### src/rtl/lcd_hd44780_ctrl.sv
// HD44780 character-LCD write controller: a small byte FIFO feeds a timed
// RS/DB/E sequencer with an optional power-up init and pollable status.
module lcd_hd44780_ctrl #(
  parameter int FIFO_DEPTH  = 4,
  parameter int T_PWRUP     = 750000,
  parameter int T_SETUP     = 4,
  parameter int T_EN        = 12,
  parameter int T_HOLD      = 4,
  parameter int T_EXEC      = 2000,
  parameter int T_EXEC_LONG = 80000,
  parameter bit INIT_EN     = 1'b1
) (
  input  logic                          i_clk,
  input  logic                          i_reset,
  input  logic                          i_wr_vld,
  output logic                          o_wr_rdy,
  input  logic                          i_wr_rs,
  input  logic [7:0]                    i_wr_data,
  input  logic                          i_on,
  output logic [7:0]                    o_lcd_data,
  output logic                          o_lcd_rs,
  output logic                          o_lcd_rw,
  output logic                          o_lcd_en,
  output logic                          o_lcd_on,
  output logic                          o_busy,
  output logic [$clog2(FIFO_DEPTH):0]   o_level,
  output logic                          o_init_done
);

  localparam int PW    = $clog2(FIFO_DEPTH);
  localparam int LW    = PW + 1;
  localparam int M1    = (T_PWRUP > T_EXEC_LONG) ? T_PWRUP : T_EXEC_LONG;
  localparam int M2    = (T_EXEC > T_EN) ? T_EXEC : T_EN;
  localparam int M3    = (T_SETUP > T_HOLD) ? T_SETUP : T_HOLD;
  localparam int M4    = (M1 > M2) ? M1 : M2;
  localparam int T_MAX = (M4 > M3) ? M4 : M3;
  localparam int CW    = $clog2(T_MAX + 1);

  typedef enum logic [2:0] {
    S_PWRUP, S_INIT, S_IDLE, S_SETUP, S_EN_HIGH, S_HOLD, S_EXEC_WAIT
  } state_t;

  state_t          state_q;
  logic [CW-1:0]   cnt_q;
  logic [1:0]      idx_q;
  logic            in_init_q;
  logic [7:0]      data_q;
  logic            rs_q, en_q, on_q, done_q, rdy_q;
  logic [8:0]      mem_q [FIFO_DEPTH];
  logic [PW-1:0]   wr_ptr_q, rd_ptr_q;
  logic [LW-1:0]   level_q, level_d;
  logic [8:0]      head;
  logic            push, pop, exec_long;

  function automatic logic [7:0] init_byte(input logic [1:0] idx);
    case (idx)
      2'd0:    return 8'h38;
      2'd1:    return 8'h0C;
      2'd2:    return 8'h01;
      default: return 8'h06;
    endcase
  endfunction

  assign head      = mem_q[rd_ptr_q];
  assign push      = i_wr_vld & rdy_q;
  assign pop       = (state_q == S_IDLE) && (level_q != '0);
  // Clear display / return home are the only slow instructions.
  assign exec_long = !rs_q && (data_q[7:2] == 6'd0);

  always_comb begin
    level_d = level_q;
    if (push && !pop)
      level_d = level_q + LW'(1);
    else if (!push && pop)
      level_d = level_q - LW'(1);
  end

  always_ff @(posedge i_clk) begin
    if (push)
      mem_q[wr_ptr_q] <= {i_wr_rs, i_wr_data};
  end

  always_ff @(posedge i_clk or negedge i_reset) begin
    if (!i_reset) begin
      wr_ptr_q <= '0;
      rd_ptr_q <= '0;
      level_q  <= '0;
      rdy_q    <= 1'b0;
      on_q     <= 1'b0;
    end else begin
      if (push) wr_ptr_q <= wr_ptr_q + PW'(1);
      if (pop)  rd_ptr_q <= rd_ptr_q + PW'(1);
      level_q <= level_d;
      rdy_q   <= (level_d < LW'(FIFO_DEPTH));
      on_q    <= i_on;
    end
  end

  always_ff @(posedge i_clk or negedge i_reset) begin
    if (!i_reset) begin
      state_q   <= S_PWRUP;
      cnt_q     <= '0;
      idx_q     <= '0;
      in_init_q <= 1'b0;
      data_q    <= '0;
      rs_q      <= 1'b0;
      en_q      <= 1'b0;
      done_q    <= 1'b0;
    end else begin
      case (state_q)
        S_PWRUP: begin
          if (!INIT_EN) begin
            state_q <= S_IDLE;
            done_q  <= 1'b1;
          end else if (cnt_q == CW'(T_PWRUP - 1)) begin
            state_q <= S_INIT;
            cnt_q   <= '0;
            idx_q   <= '0;
          end else begin
            cnt_q <= cnt_q + CW'(1);
          end
        end
        S_INIT: begin
          data_q    <= init_byte(idx_q);
          rs_q      <= 1'b0;
          in_init_q <= 1'b1;
          cnt_q     <= CW'(T_SETUP - 1);
          state_q   <= S_SETUP;
        end
        S_IDLE: begin
          if (level_q != '0) begin
            data_q    <= head[7:0];
            rs_q      <= head[8];
            in_init_q <= 1'b0;
            cnt_q     <= CW'(T_SETUP - 1);
            state_q   <= S_SETUP;
          end
        end
        S_SETUP: begin
          if (cnt_q == '0) begin
            en_q    <= 1'b1;
            cnt_q   <= CW'(T_EN - 1);
            state_q <= S_EN_HIGH;
          end else begin
            cnt_q <= cnt_q - CW'(1);
          end
        end
        S_EN_HIGH: begin
          if (cnt_q == '0) begin
            en_q    <= 1'b0;
            cnt_q   <= CW'(T_HOLD - 1);
            state_q <= S_HOLD;
          end else begin
            cnt_q <= cnt_q - CW'(1);
          end
        end
        S_HOLD: begin
          if (cnt_q == '0) begin
            cnt_q   <= exec_long ? CW'(T_EXEC_LONG - 1) : CW'(T_EXEC - 1);
            state_q <= S_EXEC_WAIT;
          end else begin
            cnt_q <= cnt_q - CW'(1);
          end
        end
        S_EXEC_WAIT: begin
          if (cnt_q != '0) begin
            cnt_q <= cnt_q - CW'(1);
          end else if (in_init_q && idx_q != 2'd3) begin
            idx_q   <= idx_q + 2'd1;
            state_q <= S_INIT;
          end else begin
            in_init_q <= 1'b0;
            done_q    <= 1'b1;
            state_q   <= S_IDLE;
          end
        end
        default: state_q <= S_PWRUP;
      endcase
    end
  end

  assign o_wr_rdy    = rdy_q;
  assign o_lcd_data  = data_q;
  assign o_lcd_rs    = rs_q;
  assign o_lcd_rw    = 1'b0;
  assign o_lcd_en    = en_q;
  assign o_lcd_on    = on_q;
  assign o_busy      = (state_q != S_IDLE) || (level_q != '0);
  assign o_level     = level_q;
  assign o_init_done = done_q;

endmodule

### config.mk
export PLATFORM = sky130hd
export DESIGN_NAME = lcd_hd44780_ctrl
export DESIGN_NICKNAME = d
export VERILOG_FILES = /design/src/rtl/lcd_hd44780_ctrl.sv
export SDC_FILE = /design/constraint.sdc
export NUM_CORES = 1
export LEC_CHECK = 0
export CORE_ASPECT_RATIO = 0.9
export CORE_MARGIN = 4
export CORE_UTILIZATION = 45
export CTS_CLUSTER_SIZE = 16
export DETAILED_ROUTE_END_ITERATION = 6
export DONT_BUFFER_PORTS = 1
export PLACE_DENSITY = 0.6
export SLEW_MARGIN = 40
export SYNTH_ARGS = -nofsm -noshare
export SYNTH_HDL_FRONTEND = slang
export SYNTH_SLANG_ARGS = --single-unit
### constraint.sdc
create_clock -name i_clk -period 2.4 [get_ports i_clk]
set_input_delay 0.72 -clock i_clk [delete_from_list [all_inputs] [get_ports i_clk]]
set_output_delay 0.72 -clock i_clk [all_outputs]
set_load 0.03 [all_outputs]
## Word-level counts from Yosys, hierarchy flattened

Memory sizes are Yosys's and may differ from the RTL's.
Cells that the tools add are included.

- Register bits: 46
- RAM bits: 36
- Bits of input ports: 13
- Output and inout port bits: 18
- Word-level logic and storage cells: 108
- Memories: 1

- $add $sub $neg: 7
- $lt $le $gt $ge: 1
- Eq/ne operators: 20
- Multiplexer cells: 36
- Bitwise logic cells: 3
- Reductions and logical operators: 27

Memories:

| name | depth | width | read ports | clocked after memory_dff | wr ports | RTL line | RTL |
|---|---|---|---|---|---|---|---|
| mem_q | 4 | 9 | 1 | 0 | 1 | 49 | `logic [8:0] mem_q [FIFO_DEPTH];` |

Operators by type and width:

| cell | number |
|---|---|
| 20-bit one-hot mux with 7 select lines | 1 |
| 20-bit 2-to-1 mux | 6 |
| 3-bit 2-to-1 mux | 8 |
| 3-bit one-hot mux with 7 select lines | 1 |
| 20-bit by 1-bit adder with 20-bit output (second input constant) | 1 |
| 20-bit equality test (second input constant) | 1 |
| 20-bit zero test | 1 |
| 20-bit nonzero test | 1 |
| 20-bit by 1-bit subtractor with 20-bit output (second input constant) | 1 |
| 2-bit inequality test (second input constant) | 9 |
| 6-bit one-hot mux with 3 select lines | 1 |
| 17-bit 2-to-1 mux | 1 |
| 8-bit one-hot mux with 2 select lines | 1 |
| 3-bit equality test (second input constant) | 3 |
| 3-bit AND reduction | 3 |
| 1-bit 2-to-1 mux | 8 |
| 2-bit 2-to-1 mux | 4 |
| 8-bit 2-to-1 mux | 1 |
| 4-bit AND reduction | 2 |
| 7-bit nonzero test | 1 |
| 2-bit by 1-bit adder with 2-bit output (second input constant) | 3 |
| 3-bit by 2-bit equality test with 1-bit output (second input constant) | 2 |
| 6-bit zero test | 1 |
| 6-bit AND reduction | 1 |
| 21 further kinds | 32 |

## Longest topological paths before layout

- Word-level depth: 6
- Gate-level depth with buffers: 11
- Gate-level depth less buffers: 11

## Worst setup path before layout

Ideal clock, no wire load.

- Path type: reg-to-reg
- Start: register cnt_q[0]
- End: register cnt_q[5]
- Setup time: 0.139 ns
- Data arrival time: 2.355 ns
- Required time: 2.261 ns
- Path slack: -0.094 ns
- Cell stages (with the launch flop): 9
- Path buffers: 0
- Period minus slack after synthesis: 2.494 ns
- Path through: dfrtp_1 inv_1 ha_1 or4b_4 or3_4 o21ai_4 or4_1 a21boi_1 or4_1

- Longest elaborated chain between the ends: 3
- Elaborated cells between the ends (all ways): 13
- Those cells by class: add/sub: 2; eq/ne: 2; mux: 6; reduce/logical: 3

RTL lines:

| item | RTL line | RTL |
|---|---|---|
| from (decl) | 44 | `logic [CW-1:0] cnt_q;` |
| from (signal assigned) | 120 | `cnt_q <= cnt_q + CW'(1);` |
| from (signal assigned) | 127 | `cnt_q <= CW'(T_SETUP - 1);` |
| from (signal assigned) | 135 | `cnt_q <= CW'(T_SETUP - 1);` |
| 20-bit by 1-bit subtractor with 20-bit output (tied with other cells) | n/a |  |
| 20-bit 2-to-1 mux (tied with other cells) | 166 | `if (cnt_q != '0) begin` |
| 20-bit one-hot mux with 7 select lines or 3-bit AND reduction (tied branches) | n/a |  |

Several ways; a longest one is shown, not always the timed one. The select of a mux whose other input is x is not followed.
A chain may end at the register's enable or synchronous reset.

## Worst setup path in the final report

- Start: register cnt_q[1]
- End: register cnt_q[13]

Same word-level chain as after synthesis.

==> qor.log <==
INFO  synth          synth-seq-area-share=0.4717
INFO  global_route   grt_pass1_wl=21340um
INFO  synth          ys_ff_latch=82
INFO  drt            dr.pass1.iters=5
INFO  floorplanning  rows=35
INFO  synth          synth-main-ff-cell=sky130_fd_sc_hd__dfrtp_1
INFO  drt            detail_route_antenna_nets=0
INFO  clock_network  worst_setup_hold_path_clk_slew=60ps
INFO  synth          post_synth_num_cell_types=68
INFO  global_route   groute.usage.overall=0.2250
INFO  global_route   gr-usage-met2=0.3348
INFO  synth          synth-edff-count=36
INFO  drt            drt_iter0_markers=286
INFO  global_route   grt.met3_usage=0.06028
INFO  global_route   largest_net_degree_at_the_start_of_global_routing=47
INFO  power          peakVddDrop=551.8uV
INFO  clock_network  cts_buffers=9
INFO  setup_path     worstPathCellList=buf_4 > or4_4 > or4_4 > or3_4 > a22o_1 > o22ai_1 > nand2_1
INFO  drt            vias=4043
INFO  power          power_density=617.9nW/um^2
INFO  synth          yosys-top-cells-area=sky130_fd_sc_hd__dfrtp_1 24%, sky130_fd_sc_hd__edfxtp_1 23%, sky130_fd_sc_hd__mux4_2 4.3%
INFO  drt            route.detailed.drc=0
INFO  timing         unrepaired_setup_endpoints_after_global_routing=yes
INFO  clock_network  clk-insertion-delay-late=330ps
INFO  status         run_status=finished with violations
INFO  hold_path      path_type_of_the_worst_min_delay_path=input pin to async pin
INFO  timing         min_period_over_period=1.028
INFO  setup_path     timing.critical_path.arrival=2690ps
INFO  global_route   globalRoute.totalOverflow=0
INFO  timing         period_minus_slack=2468ps
INFO  setup_path     setup.worst_path.class=register to register
INFO  setup_path     worst_setup_path_start_kind=register
INFO  timing         timing.clock.skew=5.605ps
INFO  clock_network  htree_num_levels=3
INFO  timing         worst_slack=-67.57ps
INFO  clock_network  clock_path_buffers=2
INFO  global_route   number_of_global_route_vias_before_repair=3957
INFO  setup_path     crit_path_end_kind=register
INFO  finish         area_delta_synth_final=23.53%
INFO  job            drv_cap=0
INFO  finish         drive_gt1_frac=0.2582
INFO  drt            wl=13280um
INFO  setup_path     cpMostUsedCell=sky130_fd_sc_hd__or4_4
INFO  placement      hpwlAfterDp=9883um
INFO  setup_path     worst_r2r_endpoint=cnt_q[13]
INFO  timing         setup_viol=4
INFO  synth          post-synth-top-area-cell=sky130_fd_sc_hd__dfrtp_1
INFO  setup_path     slowest_delay=550ps
INFO  synth          asyncSetResetFlopFracSynth=0.5610
INFO  setup_path     r2r.worst_path.cells=7
INFO  synth          synthesis.instances=478
INFO  timing         hold_violations=0
INFO  placement      port_buffers=0
INFO  timing         hold_ws=74.48ps
INFO  synth          synth_fp_nets=507
INFO  floorplanning  die_x=116.1um
INFO  drt            detail_route.vias_per_cell=5.990
INFO  setup_path     crit_path_max_fanout=5
INFO  floorplanning  floorplan.io_pins=31
INFO  setup_path     r2r-start=cnt_q[1]
INFO  setup_path     worst_path_required=2620ps
INFO  floorplanning  fp.dieArea=12220um^2
INFO  timing         worst-slew-pin-transition=527.6ps
INFO  synth          syn-cell-area=4732um^2
INFO  global_route   grt_most_used_layer=met2
INFO  clock_network  root_buffer=sky130_fd_sc_hd__clkbuf_16
INFO  timing         slew_violations=0
INFO  synth          postSynthAreaPerCell=9.900um^2
INFO  timing         max-slew-margin-rel=0.6482
INFO  floorplanning  dieHeight=105.3um
INFO  floorplanning  core_area=10250um^2
INFO  status         violations=negative setup slack
INFO  finish         n_antenna_cell=0
INFO  synth          ys.warnings.count=0
INFO  global_route   antenna_found_initial=0
INFO  timing         max_clock_freq=405.3MHz
INFO  global_route   gr-usage-met1=0.3347
INFO  power          cellLeakagePower=2.391nW
INFO  finish         fin_nets=570
INFO  floorplanning  floorplan.initialDensity=0.4618
INFO  clock_network  cts_tree=yes
INFO  timing         setup-tns-final=-185.1ps
INFO  setup_path     startpoint=cnt_q[1]
INFO  placement      place.gp.congestion=0.9615
INFO  synth          synth_top_cell_area_share=0.2433
INFO  drt            route.detailed.wl_per_inst=19.67um
INFO  setup_path     critical-path-slowest-cell=sky130_fd_sc_hd__or4_4
INFO  setup_path     ff2ff_setup_slack=-70ps
INFO  clock_network  tritoncts_num_sinks=82
[cells in the mapped netlist (all sizes together), types with 4 or more instances]
library cell and number:
ha 16, buf 5, xor2 7, inv 17, o21ai 36, clkbuf 28, nor4 10, mux4 9
nor2 38, nand2b 5, o311ai 4, nand2 42, or3 10, edfxtp 36, nand3 16, xnor2 7
nor3 15, a21oi 28, nand4 9, and3 8, or4 6, a31oi 11, and2 5, dfrtp 46
nor2b 6
[worst max-delay path, delay by kind of cell, from the launching register on]
kind | cells | cell delay (ps)
flip-flops | 1 | 380
AO/OA/AOI/OAI | 2 | 360
buffers and inverters | 1 | 150
AND/OR/NAND/NOR | 4 | 1460
[stage by stage]
stage	worst slack (ps)	cell area (um^2)	std cells	power (mW)	util
final	-67.57	5846	675	3.612	0.5705
after detailed placement	-146.5	5400	658	2.138	0.5270
after global placement	-65.31	5400	658	2.108	0.5270
after floorplan	-76.45	4732	478	1.998	-
after CTS	-59.28	5738	674	3.644	0.5600
after global routing	-138.5	5846	675	3.756	0.5705
[metal layers]
layer  vias to the layer above  routed length, um
met5                         -                  0
met4                         0                159
met3                        19                971
met2                       125               5939
met1                      1985               6209
li1                       1914                  -
[worst max-delay path by stage]
stage | end | slack, ps | cells past startpoint
final | cnt_q[13] | -70 | 7
after global routing | cnt_q[13] | -140 | 7
after CTS | cnt_q[5] | -60 | 8
after detailed placement | cnt_q[5] | -150 | 8
after global placement | cnt_q[13] | -70 | 7
after floorplan | cnt_q[5] | -80 | 8
[cells by family after synthesis]
group	synth area share
AO/OA/AOI/OAI	0.1624
XOR/XNOR	0.02591
adder cells (fa/ha/maj)	0.04442
buffers and inverters	0.04231
flip-flops	0.4717
multiplexers	0.04944
other	0.0007925
AND/OR/NAND/NOR	0.2031
[cell usage in the layout, fill, tap and decap left out, types with 3 or more instances in the layout]
cell type	n
sky130_fd_sc_hd__or4_1	4
sky130_fd_sc_hd__dfrtp_2	3
sky130_fd_sc_hd__clkbuf_16	9
sky130_fd_sc_hd__and2_1	3
sky130_fd_sc_hd__o21ai_0	32
sky130_fd_sc_hd__nor3_1	13
sky130_fd_sc_hd__xnor2_1	7
sky130_fd_sc_hd__xor2_1	7
sky130_fd_sc_hd__o211ai_1	3
sky130_fd_sc_hd__nand3_1	16
sky130_fd_sc_hd__nor4_2	3
sky130_fd_sc_hd__nor2b_1	5
sky130_fd_sc_hd__o311ai_0	4
sky130_fd_sc_hd__buf_4	83
sky130_fd_sc_hd__inv_1	17
sky130_fd_sc_hd__nand2b_1	4
sky130_fd_sc_hd__a31oi_1	9
sky130_fd_sc_hd__nand2_1	42
sky130_fd_sc_hd__dfrtp_1	43
sky130_fd_sc_hd__nor2_1	35
sky130_fd_sc_hd__edfxtp_1	36
sky130_fd_sc_hd__nand4_1	9
sky130_fd_sc_hd__o21ai_1	3
sky130_fd_sc_hd__a211oi_1	3
sky130_fd_sc_hd__a21oi_1	28
sky130_fd_sc_hd__nor4_1	6
sky130_fd_sc_hd__mux4_2	9
sky130_fd_sc_hd__or3_1	8
sky130_fd_sc_hd__ha_1	16
sky130_fd_sc_hd__and3_1	8
[power breakdown]
group,leakage [nW],switching (mW),internal [mW]
logic,1.30,0.263,0.149
clock network,0.152,0.579,0.922
registers,0.937,0.0764,1.62
[state kept, by name, indices dropped and copies added (netlist names)]
signal,flops
cnt_q,20
o_wr_rdy,1
wr_ptr_q,2
rd_ptr_q,2
o_lcd_rs,1
in_init_q,1
o_level,3
mem_q,36
o_lcd_on,1
idx_q,2
state_q,3
o_lcd_en,1
o_init_done,1
o_lcd_data,8
[layout make-up]
class	count	area (um^2)
Clock buffer	11	232.7
Fill cell	944	4402
Timing Repair Buffer	85	654.4
Multi-Input combinational cell	346	2410
Sequential cell	82	2236
Tap cell	129	161.4
Clock inverter	5	87.58
Inverter	17	63.81
[what timing repair did]
item                                    CTS  global route
gates resized for setup                   5            25
buffers inserted                          0             1
endpoints found under the hold margin     0             0
hold buffers                              0             0
endpoints found under the setup margin    5            16
pin swaps                                 1             4
(Power assumes the default switching activity.)
